==> config.mk <==
export PLATFORM = sky130hd
export DESIGN_NAME = wb_uart
export DESIGN_NICKNAME = d
export VERILOG_FILES = /design/src/rtl/wb_uart_pkg.sv /design/src/rtl/wb_uart_fifo.sv /design/src/rtl/wb_uart.sv
export SDC_FILE = /design/constraint.sdc
export NUM_CORES = 1
export LEC_CHECK = 0
export ABC_AREA = 1
export BUFFER_PORTS_ARGS = -buffer_cell sky130_fd_sc_hd__buf_2
export CAP_MARGIN = 30
export CORE_UTILIZATION = 50
export DETAILED_ROUTE_END_ITERATION = 7
export GPL_ROUTABILITY_DRIVEN = 0
export PLACE_DENSITY_LB_ADDON = 0.15
export SLEW_MARGIN = 10
export SYNTH_ARGS = -nofsm -noshare
export SYNTH_HDL_FRONTEND = slang
export SYNTH_SLANG_ARGS = --single-unit
==> constraint.sdc <==
create_clock -name i_clk -period 7.29 [get_ports i_clk]
set_clock_uncertainty 0.1 [all_clocks]
set_input_delay 0.729 -clock i_clk [delete_from_list [all_inputs] [get_ports i_clk]]
set_output_delay 0.729 -clock i_clk [all_outputs]
set_load 0.005 [all_outputs]
==> src/rtl/wb_uart_pkg.sv <==
// Shared constants and state types for the Wishbone UART.
package wb_uart_pkg;

  localparam logic [1:0] RegData   = 2'd0;
  localparam logic [1:0] RegStatus = 2'd1;
  localparam logic [1:0] RegClear  = 2'd2;

  localparam int unsigned StatRxNotEmpty = 0;
  localparam int unsigned StatTxBusy     = 1;
  localparam int unsigned StatTxFull     = 2;
  localparam int unsigned StatRxOverrun  = 3;
  localparam int unsigned StatFrameErr   = 4;

  typedef enum logic [1:0] {TxIdle, TxStart, TxData, TxStop} tx_state_t;
  typedef enum logic [1:0] {RxIdle, RxStart, RxData, RxStop} rx_state_t;

endpackage

==> src/rtl/wb_uart_fifo.sv <==
// Receive FIFO; pointers carry an extra wrap bit to tell full from empty.
module wb_uart_fifo #(
  parameter int unsigned DEPTH = 16,
  parameter int unsigned WIDTH = 8
) (
  input  logic                     i_clk,
  input  logic                     i_rst,
  input  logic                     i_push,
  input  logic [WIDTH-1:0]         i_data,
  input  logic                     i_pop,
  output logic [WIDTH-1:0]         o_data,
  output logic                     o_full,
  output logic                     o_empty,
  output logic [$clog2(DEPTH):0]   o_count
);
  localparam int unsigned AW = $clog2(DEPTH);
  localparam logic [AW:0] PtrOne = (AW + 1)'(1);

  logic [AW:0]      wr_ptr_q, rd_ptr_q;
  logic [WIDTH-1:0] mem_q [DEPTH];
  logic             do_push, do_pop;

  assign o_empty = (wr_ptr_q == rd_ptr_q);
  assign o_full  = (wr_ptr_q[AW] != rd_ptr_q[AW]) && (wr_ptr_q[AW-1:0] == rd_ptr_q[AW-1:0]);
  assign o_count = wr_ptr_q - rd_ptr_q;
  assign o_data  = mem_q[rd_ptr_q[AW-1:0]];

  // A pop in the same clock frees the slot, so a push into a full FIFO still lands.
  assign do_pop  = i_pop & ~o_empty;
  assign do_push = i_push & (~o_full | do_pop);

  always_ff @(posedge i_clk or negedge i_rst) begin
    if (!i_rst) begin
      wr_ptr_q <= '0;
      rd_ptr_q <= '0;
    end else begin
      if (do_push) wr_ptr_q <= wr_ptr_q + PtrOne;
      if (do_pop)  rd_ptr_q <= rd_ptr_q + PtrOne;
    end
  end

  always_ff @(posedge i_clk) begin
    if (do_push) mem_q[wr_ptr_q[AW-1:0]] <= i_data;
  end

endmodule

==> src/rtl/wb_uart.sv <==
// Wishbone-slave 8N1 UART: TX holding register, RX FIFO and CTS flow control.
module wb_uart
  import wb_uart_pkg::*;
#(
  parameter int unsigned CLKS_PER_BIT  = 434,
  parameter int unsigned RX_FIFO_DEPTH = 16
) (
  input  logic        i_clk,
  input  logic        i_rst,
  input  logic        i_wb_cyc,
  input  logic        i_wb_stb,
  input  logic        i_wb_we,
  input  logic [31:0] i_wb_addr,
  input  logic [31:0] i_wb_data,
  input  logic [3:0]  i_wb_sel,
  output logic        o_wb_stall,
  output logic        o_wb_ack,
  output logic [31:0] o_wb_data,
  input  logic        i_serial_rx,
  output logic        o_serial_tx,
  output logic        on_serial_cts,
  output logic        on_serial_dsr
);
  localparam int unsigned CntW = $clog2(CLKS_PER_BIT);
  localparam int unsigned CW   = $clog2(RX_FIFO_DEPTH) + 1;
  localparam logic [CntW-1:0] CntLast  = CntW'(CLKS_PER_BIT - 1);
  localparam logic [CntW-1:0] CntHalf  = CntW'(CLKS_PER_BIT / 2 - 1);
  localparam logic [CntW-1:0] CntOne   = CntW'(1);
  localparam logic [CW-1:0]   CtsLimit = CW'(RX_FIFO_DEPTH - 2);

  logic        wb_req, wb_wr, wb_rd, tx_load, clear_wr, fifo_pop;
  logic [1:0]  wb_idx;
  logic [31:0] rd_data;
  logic        ack_q, cts_q;
  logic [31:0] data_q;
  logic        unused_bits;

  tx_state_t      tx_state_q, tx_state_d;
  logic [CntW-1:0] tx_cnt_q, tx_cnt_d;
  logic [2:0]     tx_bit_q, tx_bit_d;
  logic [7:0]     tx_shift_q, tx_shift_d, tx_hold_q, tx_hold_d;
  logic           tx_full_q, tx_full_d, tx_busy;

  rx_state_t      rx_state_q, rx_state_d;
  logic [CntW-1:0] rx_cnt_q, rx_cnt_d;
  logic [2:0]     rx_bit_q, rx_bit_d;
  logic [7:0]     rx_shift_q, rx_shift_d;
  logic           rx_push_q, rx_push_d, frame_set;
  logic [1:0]     rx_sync_q;
  logic           rx_prev_q, rx_s;

  logic           overrun_q, overrun_d, frame_err_q, frame_err_d;
  logic           fifo_full, fifo_empty;
  logic [7:0]     fifo_rdata;
  logic [CW-1:0]  fifo_count;
  logic [4:0]     status;

  assign unused_bits = ^{i_wb_addr[31:4], i_wb_addr[1:0], i_wb_data[31:8], i_wb_sel[3:1]};

  assign wb_req   = i_wb_cyc & i_wb_stb;
  assign wb_wr    = wb_req & i_wb_we;
  assign wb_rd    = wb_req & ~i_wb_we;
  assign wb_idx   = i_wb_addr[3:2];
  assign tx_load  = wb_wr & (wb_idx == RegData) & i_wb_sel[0] & ~tx_full_q;
  assign clear_wr = wb_wr & (wb_idx == RegClear);
  assign fifo_pop = wb_rd & (wb_idx == RegData) & ~fifo_empty;
  assign tx_busy  = (tx_state_q != TxIdle);
  assign status   = {frame_err_q, overrun_q, tx_full_q, tx_busy, ~fifo_empty};
  assign rx_s     = rx_sync_q[1];

  assign o_wb_stall    = 1'b0;
  assign o_wb_ack      = ack_q;
  assign o_wb_data     = data_q;
  assign on_serial_cts = cts_q;
  assign on_serial_dsr = ~i_rst;

  wb_uart_fifo #(
    .DEPTH (RX_FIFO_DEPTH),
    .WIDTH (8)
  ) u_rx_fifo (
    .i_clk   (i_clk),
    .i_rst   (i_rst),
    .i_push  (rx_push_q),
    .i_data  (rx_shift_q),
    .i_pop   (fifo_pop),
    .o_data  (fifo_rdata),
    .o_full  (fifo_full),
    .o_empty (fifo_empty),
    .o_count (fifo_count)
  );

  always_comb begin
    rd_data = '0;
    if (wb_rd) begin
      case (wb_idx)
        RegData:   rd_data = {24'b0, (fifo_empty ? 8'h00 : fifo_rdata)};
        RegStatus: rd_data = {27'b0, status};
        default:   rd_data = '0;
      endcase
    end
  end

  always_comb begin
    tx_state_d = tx_state_q;
    tx_cnt_d   = tx_cnt_q;
    tx_bit_d   = tx_bit_q;
    tx_shift_d = tx_shift_q;
    tx_hold_d  = tx_hold_q;
    tx_full_d  = tx_full_q;
    o_serial_tx = 1'b1;
    if (tx_load) begin
      tx_hold_d = i_wb_data[7:0];
      tx_full_d = 1'b1;
    end
    tx_cnt_d = (tx_cnt_q == CntLast) ? '0 : tx_cnt_q + CntOne;
    unique case (tx_state_q)
      TxIdle: begin
        tx_cnt_d = '0;
        if (tx_full_q) begin
          tx_shift_d = tx_hold_q;
          tx_full_d  = 1'b0;
          tx_state_d = TxStart;
        end
      end
      TxStart: begin
        o_serial_tx = 1'b0;
        if (tx_cnt_q == CntLast) begin
          tx_bit_d   = '0;
          tx_state_d = TxData;
        end
      end
      TxData: begin
        o_serial_tx = tx_shift_q[0];
        if (tx_cnt_q == CntLast) begin
          tx_shift_d = {1'b0, tx_shift_q[7:1]};
          tx_bit_d   = tx_bit_q + 3'd1;
          if (tx_bit_q == 3'd7) tx_state_d = TxStop;
        end
      end
      TxStop: begin
        if (tx_cnt_q == CntLast) tx_state_d = TxIdle;
      end
      default: tx_state_d = TxIdle;
    endcase
  end

  always_comb begin
    rx_state_d = rx_state_q;
    rx_cnt_d   = (rx_cnt_q == CntLast) ? '0 : rx_cnt_q + CntOne;
    rx_bit_d   = rx_bit_q;
    rx_shift_d = rx_shift_q;
    rx_push_d  = 1'b0;
    frame_set  = 1'b0;
    unique case (rx_state_q)
      RxIdle: begin
        // The detecting clock counts as the first clock of the start bit.
        rx_cnt_d = CntOne;
        if (rx_prev_q && !rx_s) rx_state_d = RxStart;
      end
      RxStart: begin
        if (rx_cnt_q == CntHalf) begin
          rx_cnt_d   = '0;
          rx_bit_d   = '0;
          rx_state_d = rx_s ? RxIdle : RxData;
        end
      end
      RxData: begin
        if (rx_cnt_q == CntLast) begin
          rx_shift_d = {rx_s, rx_shift_q[7:1]};
          rx_bit_d   = rx_bit_q + 3'd1;
          if (rx_bit_q == 3'd7) rx_state_d = RxStop;
        end
      end
      RxStop: begin
        if (rx_cnt_q == CntLast) begin
          rx_state_d = RxIdle;
          rx_push_d  = rx_s;
          frame_set  = ~rx_s;
        end
      end
      default: rx_state_d = RxIdle;
    endcase
  end

  always_comb begin
    overrun_d   = overrun_q;
    frame_err_d = frame_err_q;
    if (clear_wr && i_wb_data[StatRxOverrun]) overrun_d   = 1'b0;
    if (clear_wr && i_wb_data[StatFrameErr])  frame_err_d = 1'b0;
    if (rx_push_q && fifo_full && !fifo_pop)  overrun_d   = 1'b1;
    if (frame_set)                            frame_err_d = 1'b1;
  end

  always_ff @(posedge i_clk or negedge i_rst) begin
    if (!i_rst) begin
      ack_q       <= 1'b0;
      data_q      <= '0;
      cts_q       <= 1'b1;
      tx_state_q  <= TxIdle;
      tx_cnt_q    <= '0;
      tx_bit_q    <= '0;
      tx_shift_q  <= '0;
      tx_hold_q   <= '0;
      tx_full_q   <= 1'b0;
      rx_state_q  <= RxIdle;
      rx_cnt_q    <= '0;
      rx_bit_q    <= '0;
      rx_shift_q  <= '0;
      rx_push_q   <= 1'b0;
      rx_sync_q   <= 2'b11;
      rx_prev_q   <= 1'b1;
      overrun_q   <= 1'b0;
      frame_err_q <= 1'b0;
    end else begin
      ack_q       <= wb_req;
      data_q      <= rd_data;
      cts_q       <= (fifo_count > CtsLimit);
      tx_state_q  <= tx_state_d;
      tx_cnt_q    <= tx_cnt_d;
      tx_bit_q    <= tx_bit_d;
      tx_shift_q  <= tx_shift_d;
      tx_hold_q   <= tx_hold_d;
      tx_full_q   <= tx_full_d;
      rx_state_q  <= rx_state_d;
      rx_cnt_q    <= rx_cnt_d;
      rx_bit_q    <= rx_bit_d;
      rx_shift_q  <= rx_shift_d;
      rx_push_q   <= rx_push_d;
      rx_sync_q   <= {rx_sync_q[0], i_serial_rx};
      rx_prev_q   <= rx_s;
      overrun_q   <= overrun_d;
      frame_err_q <= frame_err_d;
    end
  end

endmodule

; ---- Yosys cells after proc, flatten, opt, wreduce, memory -nomap -nowiden
; Memory sizes are Yosys's and may differ from the RTL's.
; Cells that the tools add are included.
[word_totals]
reg_bits = 103
ram_bits = 128
in_bits = 74
output_inout_bits = 37
word_cells = 140
n_memories = 1
[memory_table]
columns = memory, depth, word_bits, read_ports, rd_clocked_by_memory_dff, write_ports, line
row1 = u_rx_fifo.mem_q, 16, 8, 1, 0, 1, wb_uart_fifo.sv:20  ; logic [WIDTH-1:0] mem_q [DEPTH];
[classes]
n_addsub = 7
n_lt_le_gt_ge = 1
n_eq_ne = 26
muxes = 44
bitwise = 18
reduce_logical = 23
[ops]
columns = op, n
row1 = $mux 9, 4
row2 = $mux 32, 1
row3 = $pmux 8 s2, 2
row4 = $mux 8, 3
row5 = $mux 2, 11
row6 = $ne 2x2->1 const B, 10
row7 = $add 9x1->9 const B, 2
row8 = $eq 9x9->1 const B, 2
row9 = $pmux 9 s2, 1
row10 = $pmux 2 s4, 2
row11 = $mux 1, 13
row12 = $mux 3, 4
row13 = $pmux 3 s2, 2
row14 = $reduce_bool 2->1, 6
row15 = $and 1x1->1, 11
row16 = $add 5x1->5 const B, 2
row17 = $eq 2x2->1 const B, 5
row18 = $reduce_and 5->1, 2
row19 = $eq 9x8->1 const B, 1
row20 = $reduce_and 3->1, 3
row21 = $add 3x1->3 const B, 2
row22 = $eq 2x1->1 const B, 3
row23 = $eq 3x3->1 const B, 2
row24 = $logic_and 1x1->1, 6
row25 = 11 further kinds, 19

; ---- Longest topological paths before layout
[depth]
word_depth = 9
ltp_mapped = 12
ltp_nobuf = 10

; ---- Cells and area by module
; From an unflattened synthesis, not the netlist that was laid out.
[hier_totals]
hier_cells = 1056
area_unflattened_um2 = 9865.7
[modules_own_cells]
columns = module, n_inst, cells_each, area_per_inst_um2, seq_area_each_um2
row1 = wb_uart_fifo, 1, 677, 6453.7, 4093.9
row2 = wb_uart, 1, 379, 3412.0, 1731.7

; ---- Worst setup path before layout
; OpenSTA, ideal clock, no wires.
[synth_path]
path_type = register to register
startpoint = register u_rx_fifo.rd_ptr_q[2]
endpoint = memory u_rx_fifo.mem_q[12][0], enable pin
setup_time_ps = 370
t_arrival_ps = 2126
required_time_ps = 6820
slack_ps = 4694
path_stages_with_launch = 12
path_buffers = 2
period_less_slack_ps = 2596
cell_sequence = dfrtp_1 > clkbuf_1 > inv_2 > ha_1 > nand2_2 > nor2_4 > nand2_4 > nand2_8 > nand3_4 > nand2_4 > buf_4 > nor2_1
[synth_via]
elab_chain_cells = 8
word_cells_on_any_way = 11
cone_classes = eq/ne (2) / mux (2) / bitwise (6) / reduce/logical (1)
[synth_lines]
columns = item, line
row1 = from (decl), wb_uart_fifo.sv:19  ; logic [AW:0] wr_ptr_q, rd_ptr_q;
row2 = from (signal assigned), wb_uart_fifo.sv:38  ; if (do_pop) rd_ptr_q <= rd_ptr_q + PtrOne;
row3 = $eq 5x5->1, wb_uart_fifo.sv:23  ; assign o_empty = (wr_ptr_q == rd_ptr_q);
row4 = $not 1->1, "wb_uart_fifo.sv:29, wb_uart.sv:66"
row5 = $and 1x1->1, wb_uart.sv:66  ; assign fifo_pop = wb_rd & (wb_idx == RegData) & ~fifo_empty;
row6 = $and 1x1->1, wb_uart_fifo.sv:29  ; assign do_pop = i_pop & ~o_empty;
row7 = $or 1x1->1 (*), wb_uart_fifo.sv:30  ; assign do_push = i_push & (~o_full | do_pop);
row8 = $and 1x1->1 (*), wb_uart_fifo.sv:30
row9 = $mux 1 (*), wb_uart_fifo.sv:43  ; if (do_push) mem_q[wr_ptr_q[AW-1:0]] <= i_data;
row10 = $mux 1 (implied by the code) (*), wb_uart_fifo.sv:43
row11 = to (decl), wb_uart_fifo.sv:20
; Mark *: on every way between the ends. The rest lies on a longest branch, timed or not.

; ---- Worst setup path in the final report
[layout_path]
startpoint = register u_rx_fifo.rd_ptr_q[1]
endpoint = memory u_rx_fifo.mem_q[7][5], enable pin
; The elaborated chain is that of the path after synthesis.

==> results.cfg <==
[setup_path]
timing.critical_path.arrival_ns = 3.37
crit_type = reg2reg
cell_with_the_biggest_individual_delay_on_the_critical_path = nor2_1
worst-endpoint-required_ns = 7.32
r2r_start = u_rx_fifo.rd_ptr_q[1]
crit_path_end_kind = flop
critPathMaxFanout = 39
worstRegToRegCells = 11
cpPeakStageDelay_ns = 0.70
r2r-end = u_rx_fifo.mem_q[7][5]
path_cells = buf_4, inv_1, buf_4, ha_1, nand2_1, nor2_4, nand2_4, nand2_8, nand3_4, nand2_4, nor2_1
reg2reg_setup_slack_ns = 3.95
start_kind = flop

[place]
detailed_place_hpwl_um = 12300
io_buffer_count = 28
numPlacedInstances = 1253

[sta]
post-route-period-util_pct = 45.8
setup_viol_count_final = 0
final.min_clock_period_ns = 3.34
timing.final.max_slew_violations = 0
maxClockFrequency_ghz = 0.300
max-slew-margin-rel_pct = 43.5
unrepaired_setup_endpoints_after_global_routing = no
tightestPinTransition_ns = 0.844
setup_total_negative_slack_ns = 0
hold_violations = 0

[yosys]
synthesis.instances = 1016
synth_top_cells_by_area = edfxtp_1, dfrtp_1, nand2_1, inv_1, nand3_1
postSynthRegisterBits = 207
postSynth.topFlopCell = edfxtp_1
yosysMostFrequentCell = nand2_1
synth_area_per_cell_um2 = 9.48
synth_cell_types = 40
yosysWarningCount = 0
synth_commonest_cells = nand2_1, edfxtp_1, inv_1, nand3_1, dfrtp_1
netlist.area_leader.share_pct = 39.9
post-synth-top-area-cell = edfxtp_1
post_synth_edffs = 128
yosysSeqAreaShare_pct = 60.5
synthArstFlopShare_pct = 38.2
post_synth_instance_area_um2 = 9630

[drt]
drt_wl_total_um = 19600
vias = 6439
drtPass1Iterations = 5
drt_iter0_drc = 377
via_per_inst = 4.98
number_of_nets_with_antenna_violations_after_routing = 0
remaining_drc_errors = 0
route.detailed.wl_per_inst_um = 15.2

[pwr]
netSwitchingPower_mw = 0.991
sequentialPowerShare_pct = 43.4
clockPowerShare_pct = 34.2
finalPower_mw = 3.13
p_per_area_nw_per_um2 = 296
power_frac_comb_pct = 22.5
leakage_nw = 4.97
cell_internal_pwr_mw = 2.14
peakVddDrop_mv = 0.141
power_switching_share_pct = 31.6

[floorplan]
boundaryPins = 111
die_height_um = 141
fp.dieW_um = 141
core-area_um2 = 18800
initial_utilization_pct = 51.3
design.die.area_um2 = 19800
placementRows = 50

[grt]
total_congestion_overflow_after_global_routing = 0
first_pass_grt_wire_length_um = 31700
grt_max_degree = 52
antenna_found_initial = 0
gr_usage_total_pct = 20.7
grt_pass1_vias = 6027

[layout]
multi_input_logic_area_um2 = 3080
insertedDiodeCount = 0
regArea_um2 = 5830
syn2layout_area_growth_pct = 9.76
nFillCells = 1668
drive_above_1_share_pct = 8.59
instances_no_fill = 1293
finish.net_count = 1141

[clock_tree]
cts-buffers-inserted = 22
cts_max_level = 1
post-cts-setup-buffers = 0
clock_latency_ns = 0.50
cts_hold_bufs = 1
cts.root.buffer_cell = clkbuf_16
cts.repair.resized = 0
cts_tree = yes
clk_transition_reported_paths_ns = 0.06
tritoncts_num_sinks = 207
cts.path.max_buffers = 3

[worst_hold_path]
timing.hold.worst_endpoint = rx_sync_q[0]
min_from = i_serial_rx
worst_hold_stages = 1
min_path_type = in2reg

[run]
drv_cap = 0

[run_status]
run_status = finished, final reports clean
[worst max-delay path by stage]
| stage | depth (start not counted) | start | slack [ns] | end |
|---|---|---|---|---|
| after floorplan | 11 | u_rx_fifo.rd_ptr_q[2] | 4.69 | u_rx_fifo.mem_q[12][0] |
| after global placement | 11 | u_rx_fifo.rd_ptr_q[1] | 4.00 | u_rx_fifo.mem_q[4][3] |
| after detailed placement | 11 | u_rx_fifo.rd_ptr_q[1] | 3.95 | u_rx_fifo.mem_q[4][4] |
| after CTS | 11 | u_rx_fifo.rd_ptr_q[1] | 3.93 | u_rx_fifo.mem_q[4][4] |
| after global routing | 11 | u_rx_fifo.rd_ptr_q[1] | 3.72 | u_rx_fifo.mem_q[4][3] |
| final | 11 | u_rx_fifo.rd_ptr_q[1] | 3.95 | u_rx_fifo.mem_q[7][5] |
[state kept, by name, indices dropped and copies added (netlist names), 2 cells and up, named ones only]
register and count:
tx_state_q 2, u_rx_fifo.wr_ptr_q 5, rx_cnt_q 9, o_wb_data 8, tx_cnt_q 9, tx_hold_q 8, u_rx_fifo.mem_q 128, rx_bit_q 3
tx_bit_q 3, u_rx_fifo.rd_ptr_q 5, rx_shift_q 8, tx_shift_q 8, rx_sync_q 2
[cell usage in the layout (no fill, tap or decap), types with 2 or more instances in the layout]
master	count
a21oi_1	12
buf_2	27
buf_4	6
clkbuf_1	8
clkbuf_16	23
clkbuf_8	2
clkinv_1	4
clkinv_2	2
conb_1	25
dfrtp_1	74
dfstp_2	4
edfxtp_1	128
ha_1	22
inv_1	118
inv_2	4
nand2_1	340
nand2_2	7
nand2_4	2
nand3_1	87
nand4_1	8
nor2_1	70
nor2_2	2
nor3_1	16
o21ai_0	30
o21ai_1	3
or2_2	2
xnor2_1	4
xor2_1	11
[layout make-up]
class,instances,area share (%)
Multi-Input combinational cell,654,29.1
Timing Repair Buffer,35,2.06
Inverter,124,4.40
Sequential cell,207,55.1
Clock buffer,33,5.99
Clock inverter,6,0.521
Tap cell,234,2.77
[per-stage QoR]
| step | util, % | setup slack (ns) | cell area [µm²] | hold WS (ns) |
|---|---|---|---|---|
| final | 56.3 | 3.95 | 10600 | 0.228 |
| after floorplan | - | 4.69 | 9720 | 0.245 |
| after global routing | 56.3 | 3.72 | 10600 | 0.212 |
| after CTS | 56.3 | 3.93 | 10600 | 0.211 |
| after global placement | 52.5 | 4.00 | 9850 | 0.247 |
| after detailed placement | 52.6 | 3.95 | 9870 | 0.248 |
[power by group through the flow]
| stage | sequential [mW] | combinational, mW | clock, mW |
|---|---|---|---|
| floorplan | 1.35 | 0.552 | 0 |
| global placement | 1.38 | 0.692 | 0 |
| detailed placement | 1.38 | 0.703 | 0 |
| CTS | 1.36 | 0.707 | 1.09 |
| global route | 1.36 | 0.792 | 1.13 |
| finish | 1.36 | 0.703 | 1.07 |
[cells by family after synthesis]
| group | after synthesis | share of synthesized area (%) |
|---|---|---|
| AND/OR/NAND/NOR | 540 | 23.7 |
| flip-flops | 207 | 60.5 |
| buffers and inverters | 179 | 8.47 |
| AO/OA/AOI/OAI | 50 | 2.72 |
| adder cells (fa/ha/maj) | 23 | 3.07 |
| XOR/XNOR | 16 | 1.53 |
| other | 1 | 0.0389 |
[layer usage]
layer  GRT usage [%]  wire length (µm)  up-vias
li1                -                 -     3255
met1            29.1              9310     3008
met2            33.4              9020      140
met3            2.99               852       36
met4            6.29               401        0
met5               0                 0        -
[critical path, delay by kind of cell (launching register included)]
| kind | cells | cell delay, ns |
|---|---|---|
| buffers and inverters | 3 | 0.82 |
| adders and majority gates | 1 | 0.36 |
| and+or+nand+nor | 7 | 1.34 |
| DFF | 1 | 0.32 |
(Power assumes the default switching activity.)
